**src/rtl/reg_bank.sv**
```systemverilog
// Parametrised register bank: NUM_REGS x REG_WIDTH registers sharing one load/inc/dec write port,
// two combinational read ports with optional same-cycle bypass, per-register valid bits and result flags.
module reg_bank #(
   parameter int unsigned          REG_WIDTH  = 8,
   parameter int unsigned          NUM_REGS   = 4,
   parameter int unsigned          ADDR_WIDTH = 2,
   parameter bit                   BYPASS     = 1'b1,
   parameter logic [REG_WIDTH-1:0] RESET_VAL  = '0
) (
   input  logic                  clk,
   input  logic                  reset_n,
   input  logic [1:0]            op,
   input  logic [ADDR_WIDTH-1:0] waddr,
   input  logic [REG_WIDTH-1:0]  din,
   input  logic [ADDR_WIDTH-1:0] raddr_a,
   input  logic [ADDR_WIDTH-1:0] raddr_b,
   output logic [REG_WIDTH-1:0]  dout_a,
   output logic [REG_WIDTH-1:0]  dout_b,
   output logic [NUM_REGS-1:0]   valid,
   output logic                  zero,
   output logic                  neg,
   output logic                  wrap
);

   typedef enum logic [1:0] {
      OP_HOLD = 2'b00,
      OP_LOAD = 2'b01,
      OP_INC  = 2'b10,
      OP_DEC  = 2'b11
   } op_e;

   typedef struct packed {
      logic zero;
      logic neg;
      logic wrap;
   } flags_t;

   logic [REG_WIDTH-1:0]  regs_q [NUM_REGS];
   logic [REG_WIDTH-1:0]  regs_d [NUM_REGS];
   logic [NUM_REGS-1:0]   valid_q, valid_d;
   flags_t                flags_q, flags_d;

   op_e                   op_cmd;
   logic [REG_WIDTH-1:0]  cur_val;
   logic [REG_WIDTH-1:0]  wr_result;
   logic                  wr_hit;
   logic                  wr_en;
   logic                  wr_wrap;

   logic [ADDR_WIDTH-1:0] raddr [2];
   logic [REG_WIDTH-1:0]  rdata [2];

   assign op_cmd = op_e'(op);

   // Write result; addresses with no backing register never raise wr_hit, so they are ignored.
   always_comb begin
      // NOTE: every signal gets a default before any branch, so no path can infer a latch.
      cur_val   = '0;
      wr_hit    = 1'b0;
      wr_result = '0;
      wr_wrap   = 1'b0;
      for (int i = 0; i < NUM_REGS; i++) begin
         if (waddr == ADDR_WIDTH'(i)) begin
            cur_val = regs_q[i];
            wr_hit  = 1'b1;
         end
      end
      wr_en = (op_cmd != OP_HOLD) && wr_hit;
      case (op_cmd)
         OP_LOAD: wr_result = din;
         OP_INC: begin
            wr_result = cur_val + REG_WIDTH'(1);
            wr_wrap   = (cur_val == '1);
         end
         OP_DEC: begin
            wr_result = cur_val - REG_WIDTH'(1);
            wr_wrap   = (cur_val == '0);
         end
         default: wr_result = cur_val;
      endcase
   end

   always_comb begin
      valid_d = valid_q;
      flags_d = flags_q;
      for (int i = 0; i < NUM_REGS; i++) begin
         regs_d[i] = regs_q[i];
         if (wr_en && (waddr == ADDR_WIDTH'(i))) begin
            regs_d[i]  = wr_result;
            valid_d[i] = 1'b1;
         end
      end
      if (wr_en) begin
         flags_d.zero = (wr_result == '0);
         flags_d.neg  = wr_result[REG_WIDTH-1];
         flags_d.wrap = wr_wrap;
      end
   end

   assign raddr[0] = raddr_a;
   assign raddr[1] = raddr_b;

   // Read ports: unbacked addresses read 0; bypass only forwards an op that will actually commit.
   always_comb begin
      for (int p = 0; p < 2; p++) begin
         rdata[p] = '0;
         for (int i = 0; i < NUM_REGS; i++) begin
            if (raddr[p] == ADDR_WIDTH'(i)) rdata[p] = regs_q[i];
         end
         if (BYPASS && wr_en && (raddr[p] == waddr)) rdata[p] = wr_result;
      end
   end

   always_ff @(posedge clk or negedge reset_n) begin
      if (!reset_n) begin
         // NOTE: the bank is reset flop by flop because every register must read RESET_VAL
         // straight out of reset; a RAM-style array would normally be left unreset.
         for (int i = 0; i < NUM_REGS; i++) regs_q[i] <= RESET_VAL;
         valid_q <= '0;
         flags_q <= '0;
      end else begin
         // NOTE: non-blocking, so every flop updates from the same pre-edge values.
         regs_q  <= regs_d;
         valid_q <= valid_d;
         flags_q <= flags_d;
      end
   end

   assign dout_a = rdata[0];
   assign dout_b = rdata[1];
   assign valid  = valid_q;
   assign zero   = flags_q.zero;
   assign neg    = flags_q.neg;
   assign wrap   = flags_q.wrap;

endmodule
```
**config.mk**
```make
export PLATFORM = sky130hd
export DESIGN_NAME = reg_bank
export DESIGN_NICKNAME = d
export VERILOG_FILES = /design/src/rtl/reg_bank.sv
export SDC_FILE = /design/constraint.sdc
export NUM_CORES = 1
export LEC_CHECK = 0
export ABC_CLOCK_PERIOD_IN_PS = 6650
export BUFFER_PORTS_ARGS = -buffer_cell sky130_fd_sc_hd__buf_4
export CORE_MARGIN = 1
export CORE_UTILIZATION = 50
export DETAILED_ROUTE_END_ITERATION = 6
export PLACE_DENSITY = 0.69
export SLEW_MARGIN = 5
export SYNTH_ARGS = -nofsm -noshare
export SYNTH_HDL_FRONTEND = slang
export SYNTH_SLANG_ARGS = --single-unit
export TNS_END_PERCENT = 5
```
**constraint.sdc**
```tcl
create_clock -name clk -period 6.65 [get_ports clk]
set_input_delay 1.33 -clock clk [delete_from_list [all_inputs] [get_ports clk]]
set_output_delay 1.33 -clock clk [all_outputs]
set_load 0.01 [all_outputs]
```
==> impl_metrics.json <==
{
  "cp_slowest_stage_delay_ns": 0.61,
  "grt_max_degree": 40,
  "syn_area_per_cell_um2": 11.3,
  "route.vias.total": 2235,
  "fill_cells": 486,
  "globalplace.congestion": 0.874,
  "crit_arrival_ns": 4.20,
  "diodes": 0,
  "hold_start": "valid[3]",
  "layout-drive-gt1-share": 0.377,
  "cts_tree": "yes",
  "dp_hpwl_mm": 5.11,
  "utilization": 0.595,
  "die_h_um": 78.1,
  "period_needed_ns": 5.53,
  "fin_crit_sh": 0.832,
  "post-place-cells": 353,
  "ys_ff_latch": 39,
  "drt_first_pass_iters": 4,
  "postCtsResizedCells": 0,
  "stdcell_area_um2": 3300,
  "holdPathEnd": "valid[3]",
  "postCtsHoldBufs": 0,
  "crit_start": "waddr[0]",
  "wl_per_cell_um": 19.5,
  "synth.distinct_cells": 53,
  "worstPathCellList": "buf_4, mux4_2, ha_1, a21oi_1, o221ai_1, a311oi_1, o21ai_0, and3b_1, mux2_4, buf_4",
  "critPathSlowestCell": "mux4_2",
  "critPathRequiredTime_ns": 5.32,
  "layout_commonest_cell": "buf_4",
  "grt_use_total": 0.248,
  "setup_viol": 0,
  "antenna_found_initial": 0,
  "row_count": 27,
  "dpl_cell_area_um2": 3220,
  "path_max_fanout": 15,
  "nets": 315,
  "finClkSkew_ns": 0.00777,
  "status": "finished, final reports clean",
  "cts_made_buffers": 5,
  "p_leak_uw": 0.00138,
  "remaining_drc_errors": 0,
  "final_cell_mix": "buf_4 (43), dfrtp_1 (39), mux2_2 (27)",
  "synth_area_um2": 2900,
  "r2r-start": "regs_q[2]",
  "async_flop_share": 1.00,
  "grt_pass1_vias": 2194,
  "start_util": 0.523,
  "synthCells": 256,
  "ys.flop_type": "dfrtp_1",
  "reg2reg_slack_ns": 3.67,
  "postRouteAntennaNets": 0,
  "slew-limit-headroom": 0.286,
  "power.density_nw_per_um2": 356,
  "path_common_cell": "buf_4",
  "grt_pass1_wl_mm": 11.4,
  "die_area_um2": 6100,
  "insertion_delay_ns": 0.30,
  "ir_drop_v": 0.000158,
  "yosys_warnings": 0,
  "grt.overflow.total": 0,
  "synth-edff-count": 0,
  "clk_pin_slew_ns": 0.07,
  "cts_setup_buffers": 0,
  "clock-sinks": 39,
  "hold_class": "reg2reg",
  "report.final.slew_viol_count": 0,
  "die_w_um": 78.1,
  "cts_root_buf": "clkbuf_8",
  "cts_htree_levels": 2,
  "critical_path.startpoint_type": "primary input",
  "tightest_slew_ns": 1.06,
  "core_um2": 5540,
  "finalWirelength_mm": 7.03,
  "rsz0062_at_grt": "no",
  "portBuffers": 40,
  "via_per_inst": 6.19,
  "cts_buffer_depth": 2,
  "ys_seq_area_frac": 0.337,
  "fin_cells": 361,
  "critical_path.endpoint_type": "output port",
  "syn2layout_area_growth_pct": 13.8,
  "worstHoldPathCells": 1,
  "ios": 41,
  "worstSetupPathType": "in2out",
  "r2r_cells": 8,
  "max_freq_ghz": 0.181,
  "finalHoldViolations": 0,
  "fin_tns_setup_ns": 0,
  "cap_violations": 0,
  "drtIter0Drc": 170,
  "syn_nets": 283,
  "r2r_end": "zero"
}
[worst max-delay path, delay by kind of cell]
kind            cells  cell delay (ns)
compound gates      4             1.00
mux                 2             0.90
buf+inv             2             0.38
fa+ha+maj           1             0.30
simple gates        1             0.29
[metal layers]
metal | routed length (um) | up-vias | share of wire | track usage
met1 | 3200 | 1127 | 0.45 | 0.350
met5 | 0 | - | 0 | 0
met3 | 369 | 7 | 0.052 | 0.0395
met4 | 70 | 0 | 0.010 | 0.0981
li1 | - | 1031 | - | -
met2 | 3400 | 70 | 0.48 | 0.384
[synth_stat cells, types with 2 or more instances]
| cell type | n | area [um2] |
|---|---|---|
| dfrtp_1 | 39 | 976 |
| mux2_2 | 27 | 304 |
| mux4_2 | 23 | 518 |
| nand2_1 | 19 | 71.3 |
| a21oi_1 | 17 | 85.1 |
| nor2_1 | 13 | 48.8 |
| ha_1 | 8 | 100 |
| o21ai_0 | 8 | 40.0 |
| clkbuf_1 | 7 | 26.3 |
| inv_1 | 7 | 26.3 |
| mux2i_1 | 7 | 70.1 |
| nand3_1 | 6 | 30.0 |
| nand2b_1 | 5 | 31.3 |
| xor2_1 | 5 | 43.8 |
| buf_1 | 4 | 15.0 |
| buf_2 | 4 | 20.0 |
| mux2_4 | 4 | 60.1 |
| nor2b_1 | 4 | 25.0 |
| buf_6 | 3 | 33.8 |
| nor3_1 | 3 | 15.0 |
| o21a_1 | 3 | 22.5 |
| a22oi_1 | 2 | 15.0 |
| nand3b_1 | 2 | 15.0 |
| nor3_2 | 2 | 20.0 |
| o211ai_1 | 2 | 15.0 |
| o21ai_1 | 2 | 10.0 |
| o22ai_1 | 2 | 12.5 |
| o31ai_1 | 2 | 15.0 |
| or2_1 | 2 | 12.5 |
[flip-flops by register name (all words and copies together) (netlist names)]
name	flops
neg	1
regs_q	32
valid	4
wrap	1
zero	1
[power by group]
group / internal, uW / total (uW) / switching, uW
combinational: 335 / 624 / 289
sequential: 318 / 390 / 72.5
clock: 73.7 / 158 / 84.4
total: 727 / 1170 / 445
[area by class of cell]
cell class / instances / area (um2) / area share
Inverter: 7 / 26.3 / 0.00797
Clock buffer: 7 / 76.3 / 0.0231
Sequential cell: 39 / 976 / 0.296
Multi-Input combinational cell: 192 / 1800 / 0.546
Timing Repair Buffer: 43 / 323 / 0.0979
Tap cell: 72 / 90.1 / 0.0273
Clock inverter: 1 / 5.00 / 0.00152
[stage by stage]
step | total power [uW] | worst slack (ns) | hold slack (ns)
3_3_place_gp | 997 | 1.22 | 0.452
6_report | 1170 | 1.12 | 0.477
3_5_place_dp | 1010 | 1.15 | 0.454
2_1_floorplan | 823 | 1.56 | 0.478
5_1_grt | 1240 | 1.00 | 0.486
4_1_cts | 1170 | 1.14 | 0.478
[cell families (layout without fill, tap and decap cells)]
family	after synthesis	in the layout	synth area share
flip-flops	39	39	0.337
buffers and inverters	25	58	0.0419
AND/OR/NAND/NOR	67	67	0.123
adder cells (fa/ha/maj)	9	9	0.0415
XOR/XNOR	6	6	0.0181
multiplexers	62	62	0.332
AO/OA/AOI/OAI	48	48	0.106
[how the worst max path moves through the flow]
stage / end / slack [ns]
floorplan: dout_a[7] / 1.56
global route: dout_b[4] / 1.00
global placement: dout_a[7] / 1.22
CTS: dout_a[7] / 1.14
finish: dout_a[7] / 1.12
detailed placement: dout_a[7] / 1.15
Note: power is estimated with default switching activity, not from simulation.
